[src/rtl/ramfifo_ctrl.sv]
// FIFO sequencer around a single-port synchronous RAM. Optional synchronous
// flush input 'clr' is enabled by defining RAMFIFO_CLEAR_EN.
module ramfifo_ctrl #(
    parameter int AW = 3,
    parameter int DW = 16
) (
    input  logic          clk,
    input  logic          rstn,
`ifdef RAMFIFO_CLEAR_EN
    input  logic          clr,
`endif
    input  logic [DW-1:0] in_data,
    input  logic          in_valid,
    output logic          in_ready,
    output logic [DW-1:0] out_data,
    output logic          out_valid,
    input  logic          out_ready,
    output logic [AW-1:0] ram_addr,
    output logic          ram_rw,
    output logic [DW-1:0] ram_wdata,
    input  logic [DW-1:0] ram_rdata,
    output logic [AW:0]   count,
    output logic          full,
    output logic          empty
);

    localparam logic [AW:0]   CNT_ONE = (AW+1)'(1);
    localparam logic [AW-1:0] PTR_ONE = AW'(1);
    localparam logic [AW:0]   DEPTH   = CNT_ONE << AW;

    typedef enum logic {
        IDLE,
        RD_WAIT
    } state_t;

    state_t        state;
    state_t        state_nxt;
    logic [AW-1:0] wr_ptr;
    logic [AW-1:0] rd_ptr;
    logic          prio;
    logic          clr_hit;
    logic          rd_req;
    logic          rd_grant;
    logic          wr_grant;

`ifdef RAMFIFO_CLEAR_EN
    assign clr_hit = clr;
`else
    assign clr_hit = 1'b0;
`endif

    assign full  = (count == DEPTH);
    assign empty = (count == '0);

    // A read may only be issued when the output register is free, so at most
    // one word is ever in flight between the RAM and out_data.
    assign rd_req   = (state == IDLE) && !empty && !out_valid;
    assign in_ready = rstn && !clr_hit && !full && !(rd_req && prio);
    assign wr_grant = in_ready && in_valid;
    assign rd_grant = rd_req && (!in_valid || prio) && !clr_hit;

    assign ram_wdata = in_data;

    always_ff @(posedge clk or negedge rstn) begin
        if (!rstn) begin
            state <= IDLE;
        end else begin
            state <= state_nxt;
        end
    end

    always_comb begin
        state_nxt = state;
        ram_rw    = 1'b1;
        ram_addr  = rd_ptr;
        case (state)
            IDLE:    if (rd_grant) state_nxt = RD_WAIT;
            RD_WAIT: state_nxt = IDLE;
            default: state_nxt = IDLE;
        endcase
        if (wr_grant) begin
            ram_rw   = 1'b0;
            ram_addr = wr_ptr;
        end
        if (clr_hit) begin
            state_nxt = IDLE;
        end
    end

    // Grants are mutually exclusive, so count moves by at most one per edge.
    always_ff @(posedge clk or negedge rstn) begin
        if (!rstn) begin
            wr_ptr    <= '0;
            rd_ptr    <= '0;
            count     <= '0;
            prio      <= 1'b0;
            out_data  <= '0;
            out_valid <= 1'b0;
        end else if (clr_hit) begin
            wr_ptr    <= '0;
            rd_ptr    <= '0;
            count     <= '0;
            prio      <= 1'b0;
            out_valid <= 1'b0;
        end else begin
            if (wr_grant) begin
                wr_ptr <= wr_ptr + PTR_ONE;
                count  <= count + CNT_ONE;
                prio   <= 1'b1;
            end else if (rd_grant) begin
                rd_ptr <= rd_ptr + PTR_ONE;
                count  <= count - CNT_ONE;
                prio   <= 1'b0;
            end
            if (state == RD_WAIT) begin
                out_data  <= ram_rdata;
                out_valid <= 1'b1;
            end else if (out_valid && out_ready) begin
                out_valid <= 1'b0;
            end
        end
    end

endmodule

[config.mk]
export PLATFORM = sky130hd
export DESIGN_NAME = ramfifo_ctrl
export DESIGN_NICKNAME = d
export VERILOG_FILES = /design/src/rtl/ramfifo_ctrl.sv
export SDC_FILE = /design/constraint.sdc
export NUM_CORES = 1
export LEC_CHECK = 0
export ABC_AREA = 0
export CORE_MARGIN = 2
export CORE_UTILIZATION = 42
export DETAILED_ROUTE_END_ITERATION = 6
export PLACE_DENSITY = 0.95
export REMOVE_ABC_BUFFERS = 1
export SYNTH_ARGS = -nofsm -noshare
export SYNTH_HDL_FRONTEND = slang
export SYNTH_SLANG_ARGS = --single-unit
[constraint.sdc]
create_clock -name clk -period 4.3 [get_ports clk]
set_input_delay 1.075 -clock clk [delete_from_list [all_inputs] [get_ports clk]]
set_output_delay 1.075 -clock clk [all_outputs]
set_load 0.02 [all_outputs]
* Word level (Yosys, flattened, before mapping)
Cells that the tools add are included.
** Storage, ports and cells
- Register bits :: 29
- Output and inout port bits :: 44
- Bits of input ports :: 36
- Logic and storage cells :: 42
** Operators by class
- Reduce and logical (&&, ||, !) cells :: 18
- Multiplexer cells :: 10
- Bitwise logic cells :: 2
- Equality and inequality tests :: 1
- Add/subtract/negate cells :: 4
** Operators by type and width (number)
- $logic_and A1 B1 Y1 :: 8
- $mux W4 :: 2
- $add A3 B1 Y3 const B :: 2
- $mux W1 :: 6
- $logic_not A1 Y1 :: 5
- $add A4 B1 Y4 const B :: 1
- $eq A4 B4 Y1 const B :: 1
- $logic_not A4 Y1 :: 1
- $reduce_bool A2 Y1 :: 2
- $sub A4 B1 Y4 const B :: 1
- $mux W3 :: 1
- $not A1 Y1 :: 2
- $pmux W1 S2 :: 1
- $reduce_and A2 Y1 :: 1
- $logic_or A1 B1 Y1 :: 1

* Longest topological paths before layout
Gate-level depths: netlist of run 1.
- Depth after elaboration :: 10
- Gate-level depth with buffers :: 9
- Mapped depth without buffers :: 8

* Worst setup path after synthesis of run 1
No wires, ideal clock.
- Kind :: register -> output
- Start :: register count[0]
- End :: output port ram_addr[0]
- Arrival :: 2024 ps
- Required time :: 3225 ps
- Cell stages (with the launch flop) :: 6
- Setup slack :: 1201 ps
- Buffers on the path :: 1
- Path through :: dfrtp_1 > or4b_4 > and3_1 > buf_2 > nand2_2 > mux2_2
** Between the ends
- Cells in the longest elaborated chain, start to end :: 9
- Elaborated cells on any way between the ends :: 12
- Those cells by class :: eq/ne (1); mux (1); reduce/logical (10)
** RTL lines
- start, declared :: line 22 : output logic [AW:0] count,
- start signal, assigned :: line 108 : count <= count + CNT_ONE;
- start signal, assigned :: line 112 : count <= count - CNT_ONE;
- $logic_not A4 Y1 :: line 53 : assign empty = (count == '0);
- $logic_not A1 Y1 :: line 57 : assign rd_req = (state == IDLE) && !empty && !out_valid;
- $logic_and A1 B1 Y1 (2 in a row) :: line 57
- $logic_and A1 B1 Y1 :: line 58 : assign in_ready = rstn && !clr_hit && !full && !(rd_req && prio);
- $logic_not A1 Y1 :: line 58
- $logic_and A1 B1 Y1 (*) :: line 58
- $logic_and A1 B1 Y1 (*) :: line 59 : assign wr_grant = in_ready && in_valid;
- $mux W3 (*) :: line 81 : if (wr_grant) begin
- end, declared :: line 18 : output logic [AW-1:0] ram_addr,
Every way passes the cells marked *; elsewhere a longest branch is shown, timed or not.

* Worst setup path after layout of run 1
- Start :: input port in_valid
- End :: output port ram_addr[0]
** Between the ends
- Cells in the longest elaborated chain, start to end :: 2
** RTL lines
- start, declared :: line 13 : input logic in_valid,
- $logic_and A1 B1 Y1 :: line 59
- $mux W3 :: line 81
No other way between the ends.

==> impl_metrics.toml, run 1 <==
[run_status]
outcome = "finished clean"

[detailed_routing]
wl_per_cell_um = 16.0
finalWirelength_um = 3330
initialDrtViolationCount = 38
via_count = 1059
vias_per_cell = 5.09
first_pass_iters = 4
drc = 0
ant_nets = 0

[critical_path]
max_stage_delay_ps = 550
startpoint = "in_valid"
crit_cells = 5
critical_path.top_delay_family = "buffers and inverters"
endpoint_kind = "output port"
critPathMaxFanout = 9
crit_buf_inv = 2
crit_required_ps = 3220
reg2reg_from = "count[0]"
r2r-end = "count[1]"
cp-start-kind = "primary input"
cpMostUsedCell = "clkdlybuf4s50_1"
arrival_ps = 2920
critical_path.slowest_cell = "clkdlybuf4s50_1"
crit_chain = "clkdlybuf4s50_1 -> and3_1 -> nand2_2 -> mux2_2 -> clkdlybuf4s50_1"
ff2ff_path_depth = 7
path_class = "in2out"
r2r_setup_slack_ps = 1700

[yosys]
yosysTopAreaCellShare_pct = 48.7
netlist_instances = 124
synth_top_area_cell = "dfrtp_1"
synth-async-reset-ratio_pct = 100
postSynthAreaPerCell_sq_um = 12.0
synthesis.area_sq_um = 1490
ys_types = 31
synth-edff-count = 0
seq_area_frac_synth_pct = 48.7
synth.area.top_cells = "dfrtp_1, mux2_2, buf_4, xnor2_1, ha_1"
ys_ff_latch = 29
ys.flop_type = "dfrtp_1"
synth_warnings = 0

[run]
drv_cap = 0

[floorplan]
core_area_sq_um = 3360
dieArea_sq_um = 4040
ios = 80
std_cell_rows = 21
die_w_um = 63.5
fp.dieH_um = 63.5
initial_core_util_pct = 44.3

[min_path]
hold_end = "wr_ptr[2]"
hold_class = "reg2reg"
holdCritStartpoint = "wr_ptr[2]"
min_path_cells = 1

[clock_tree]
cts_buffer_depth = 2
cts_tree = "yes"
cts_resized = 0
root_buffer = "clkbuf_4"
postCtsHoldBufs = 0
path_clk_slew_ps = 90
clock_latency_ps = 320
cts.sinks = 29
numCtsBuffers = 5
h-tree-depth = 2
cts_setup_buffers = 0

[timing]
slew_viol_final = 0
period_needed_ps = 4000
fin_skew_ps = 11.3
fin_ws_ps = 301
tns_ps = 0
hold_viol = 0
final.period_utilization_pct = 93.0
rsz0062_at_grt = "no"
clock.fmax_mhz = 250
worstMarginPinSlew_ps = 719
setup_viol = 0
relSlewSlack_pct = 52.1

[global_route]
grt_pass1_vias = 1102
grtUsageTotal_pct = 18.1
grt_max_degree = 32
antenna_found_initial = 0
grt-ovfl-total = 0
grt_pass1_wl_um = 5500

[final_layout]
syn2layout_area_growth_pct = 33.3
diodes = 0
mostFrequentLayoutCells = "clkdlybuf4s50_1, dfrtp_1, mux2_2"
nNetsFinal = 202
drive_gt1_share_pct = 22.8
final_common_cell = "clkdlybuf4s50_1"
fin_util_pct = 59.0

[placement]
routabilityCongestion = 0.847
io_buffers = 47
pre_cts_ws_ps = 309
place_hpwl_um = 2500

[power]
power.static_leakage_nw = 0.840
p_total_mw = 1.68
powerDensity_nw_per_um2 = 848
ir_drop_v = 0.000404
worst reg2reg max path: stages, from the launching register on:
cell	delay, ps
dfrtp_1	480
or4b_4	590
and3_1	230
nand2_2	180
fa_1	480
mux2_2	280
a21oi_1	180
a2111oi_2	50
flip-flops by register name, summed over array words and instances (netlist names):
name and cells:
out_data 16, wr_ptr 3, out_valid 1, count 4
rd_ptr 3, prio 1, state 1
through the flow:
step                hold WS, ps  std cells  instance area [sq um]
floorplan                   439        105                   1360
global placement            475        200                   1900
CTS                         481        208                   1980
finish                      477        208                   1980
detailed placement          462        200                   1900
global route                489        208                   1980
Yosys cell counts (2+ instances only):
cell type  instances
nor2_1             7
buf_4             16
dfrtp_1           29
nand3_1            5
mux2_2            23
clkbuf_1           2
nor3_1             2
inv_1              4
a21oi_1            2
xnor2_1            6
ha_1               4
nand2_1            5
logic make-up (layout without fill, tap and decap cells):
| logic type | Yosys count | after routing | share of synthesized area, % |
|---|---|---|---|
| buffers and inverters | 23 | 61 | 9.92 |
| AO/OA/AOI/OAI | 9 | 9 | 4.79 |
| AND/OR/NAND/NOR | 29 | 29 | 10.9 |
| flip-flops | 29 | 29 | 48.7 |
| adder cells (fa/ha/maj) | 5 | 5 | 4.71 |
| multiplexers | 23 | 23 | 17.4 |
| XOR/XNOR | 6 | 6 | 3.53 |
area by class of cell:
| class | count | area (sq um) |
|---|---|---|
| repair buffers | 49 | 485 |
| multi-input cells | 72 | 616 |
| clock buffers | 7 | 55.1 |
| clock inverters | 1 | 30.0 |
| well taps | 46 | 57.6 |
| flip-flops and latches | 29 | 726 |
| inverters | 4 | 15.0 |
| fillers | 291 | 1380 |
routing by layer:
metal	up-vias	part of all wire, %	routed length (um)	GRT usage, %
li1	487	-	-	-
met4	0	1.1	38	5.71
met2	62	47	1560	27.0
met3	6	11	372	10.5
met5	-	0	0	0
met1	504	41	1350	21.9
how the worst max path moves through the flow:
stage                             end  slack, ps
after detailed placement  ram_addr[0]        310
after floorplan           ram_addr[0]       1270
after global placement    ram_addr[2]        340
after CTS                 ram_addr[0]        300
final                     ram_addr[0]        300
after global routing      ram_addr[0]        250
report_power, final:
part,switching (mW),leakage [nW],internal (mW)
logic,0.402,0.453,0.493
clock network,0.0888,0.0455,0.139
registers,0.144,0.342,0.416
(Power assumes the default switching activity.)
==> inputs of run 2 (changes only) <==
--- a/config.mk
+++ b/config.mk
@@ -5,11 +5,11 @@
 export SDC_FILE = /design/constraint.sdc
 export NUM_CORES = 1
 export LEC_CHECK = 0
-export ABC_AREA = 0
+export CORE_ASPECT_RATIO = 0.75
 export CORE_MARGIN = 2
-export CORE_UTILIZATION = 42
+export CORE_UTILIZATION = 40
 export DETAILED_ROUTE_END_ITERATION = 6
-export PLACE_DENSITY = 0.95
+export PLACE_DENSITY = 0.94
 export REMOVE_ABC_BUFFERS = 1
 export SYNTH_ARGS = -nofsm -noshare
 export SYNTH_HDL_FRONTEND = slang
==> impl_metrics.toml, run 2 (synthesis results as in run 1) <==
[global_route]
grt-ovfl-total = 0
use_met2_pct = 25.3
busiest_layer = "met2"
grt_pass1_wl_um = 5690
grt_use_met3_pct = 10.2
grt_max_degree = 32
grt_pass1_vias = 1177
grtUsageTotal_pct = 18.2
met1_usage_pct = 24.3
antenna_found_initial = 0

[final_layout]
diodes = 0
fillers = 322
fin_util_pct = 55.2
largest_reg_flops = 16
stdcell_count = 213
syn2layout_area_growth_pct = 33.9
regMostFlops = "out_data"
fin_area_sq_um = 1990
reg_top3 = "out_data x16, count x4"
nNetsFinal = 202
mostFrequentLayoutCells = "clkdlybuf4s50_1, dfrtp_1, mux2_2"
final_common_cell = "clkdlybuf4s50_1"
drive_gt1_share_pct = 22.4

[run]
drv_cap = 0

[detailed_routing]
drc = 0
wl_per_cell_um = 16.0
finalWirelength_um = 3410
vias_per_cell = 4.99
ant_nets = 0
via_count = 1062
first_pass_iters = 4
initialDrtViolationCount = 110

[critical_path]
arrival_ps = 2950
crit_required_ps = 3220
critPathMaxFanout = 9
cp-start-kind = "primary input"
endpoint_kind = "output port"
path_class = "in2out"

[clock_tree]
postCtsHoldBufs = 0
cts_buffer_depth = 2
cts.sinks = 29
root_buffer = "clkbuf_8"
cts_setup_buffers = 0
cts_resized = 0
numCtsBuffers = 5
cts_tree = "yes"
h-tree-depth = 2
path_clk_slew_ps = 60
clock_latency_ps = 280

[power]
p_total_mw = 1.69
power.static_leakage_nw = 0.839
powerDensity_nw_per_um2 = 846
ir_drop_v = 0.000400

[timing]
period_needed_ps = 4020
worstMarginPinSlew_ps = 735
whs_ps = 470
fin_ws_ps = 276
rsz0062_at_grt = "no"
clock.fmax_mhz = 249
relSlewSlack_pct = 51.0
fin_skew_ps = 9.47
final.period_utilization_pct = 93.6
tns_ps = 0
setup_viol = 0
slew_viol_final = 0
hold_viol = 0

[run_status]
outcome = "finished clean"

[placement]
dp_cells = 206
routabilityCongestion = 0.858
place_hpwl_um = 2550
pre_cts_ws_ps = 321
placed_area_sq_um = 1910
io_buffers = 47

[floorplan]
std_cell_rows = 19
core_area_sq_um = 3610
dieArea_sq_um = 4230
initial_core_util_pct = 41.2
ios = 80
die_w_um = 74.5
fp.dieH_um = 56.8

[min_path]
hold_class = "reg2reg"
run 2: critical path: stages:
cell             delay [ps]
clkdlybuf4s50_1         500
and3_1                  290
nand2_2                 210
mux2_2                  280
clkdlybuf4s50_1         600
run 2: final timing paths:
| kind | from | end | slack, ps | depth (start not counted) |
|---|---|---|---|---|
| worst max-delay path | rstn | ram_addr[1] | 280 | 5 |
| worst min-delay path | rd_ptr[2] | rd_ptr[2] | 470 | 1 |
| worst max register to register | count[2] | count[1] | 1580 | 7 |
| worst min register to register | rd_ptr[2] | rd_ptr[2] | 470 | 1 |
| max in group asynchronous | rstn | count[0] | 2760 | 2 |
| min in group asynchronous | rstn | count[2] | 1250 | 2 |
run 2: layer usage:
layer | wire length (um) | vias to the layer above | share of wire [%]
met3 | 354 | 3 | 10
li1 | - | 486 | -
met5 | 0 | - | 0
met2 | 1490 | 53 | 44
met1 | 1540 | 520 | 45
met4 | 25 | 0 | 0.73
run 2: power by group:
part	total, mW	switching [mW]	leakage, nW	internal [mW]
clock	0.226	0.0990	0.0443	0.127
combinational	0.904	0.410	0.453	0.495
sequential	0.557	0.140	0.342	0.417
total	1.69	0.649	0.839	1.04
run 2: layout make-up:
class                           count  area [sq um]  share of cell area [%]
Inverter                            4          15.0                   0.753
Timing Repair Buffer               49           485                    24.4
Tap cell                           52          65.1                    3.26
Sequential cell                    29           726                    36.4
Clock buffer                        7          86.3                    4.33
Multi-Input combinational cell     72           616                    30.9
==> inputs of run 3 (changes only) <==
--- a/config.mk
+++ b/config.mk
@@ -11,6 +11,7 @@
 export DETAILED_ROUTE_END_ITERATION = 6
 export PLACE_DENSITY = 0.94
 export REMOVE_ABC_BUFFERS = 1
+export SLEW_MARGIN = 0
 export SYNTH_ARGS = -nofsm -noshare
 export SYNTH_HDL_FRONTEND = slang
 export SYNTH_SLANG_ARGS = --single-unit
==> results of run 3 <==
Same layout as run 2: the final DEF is identical, and so are final timing and power.
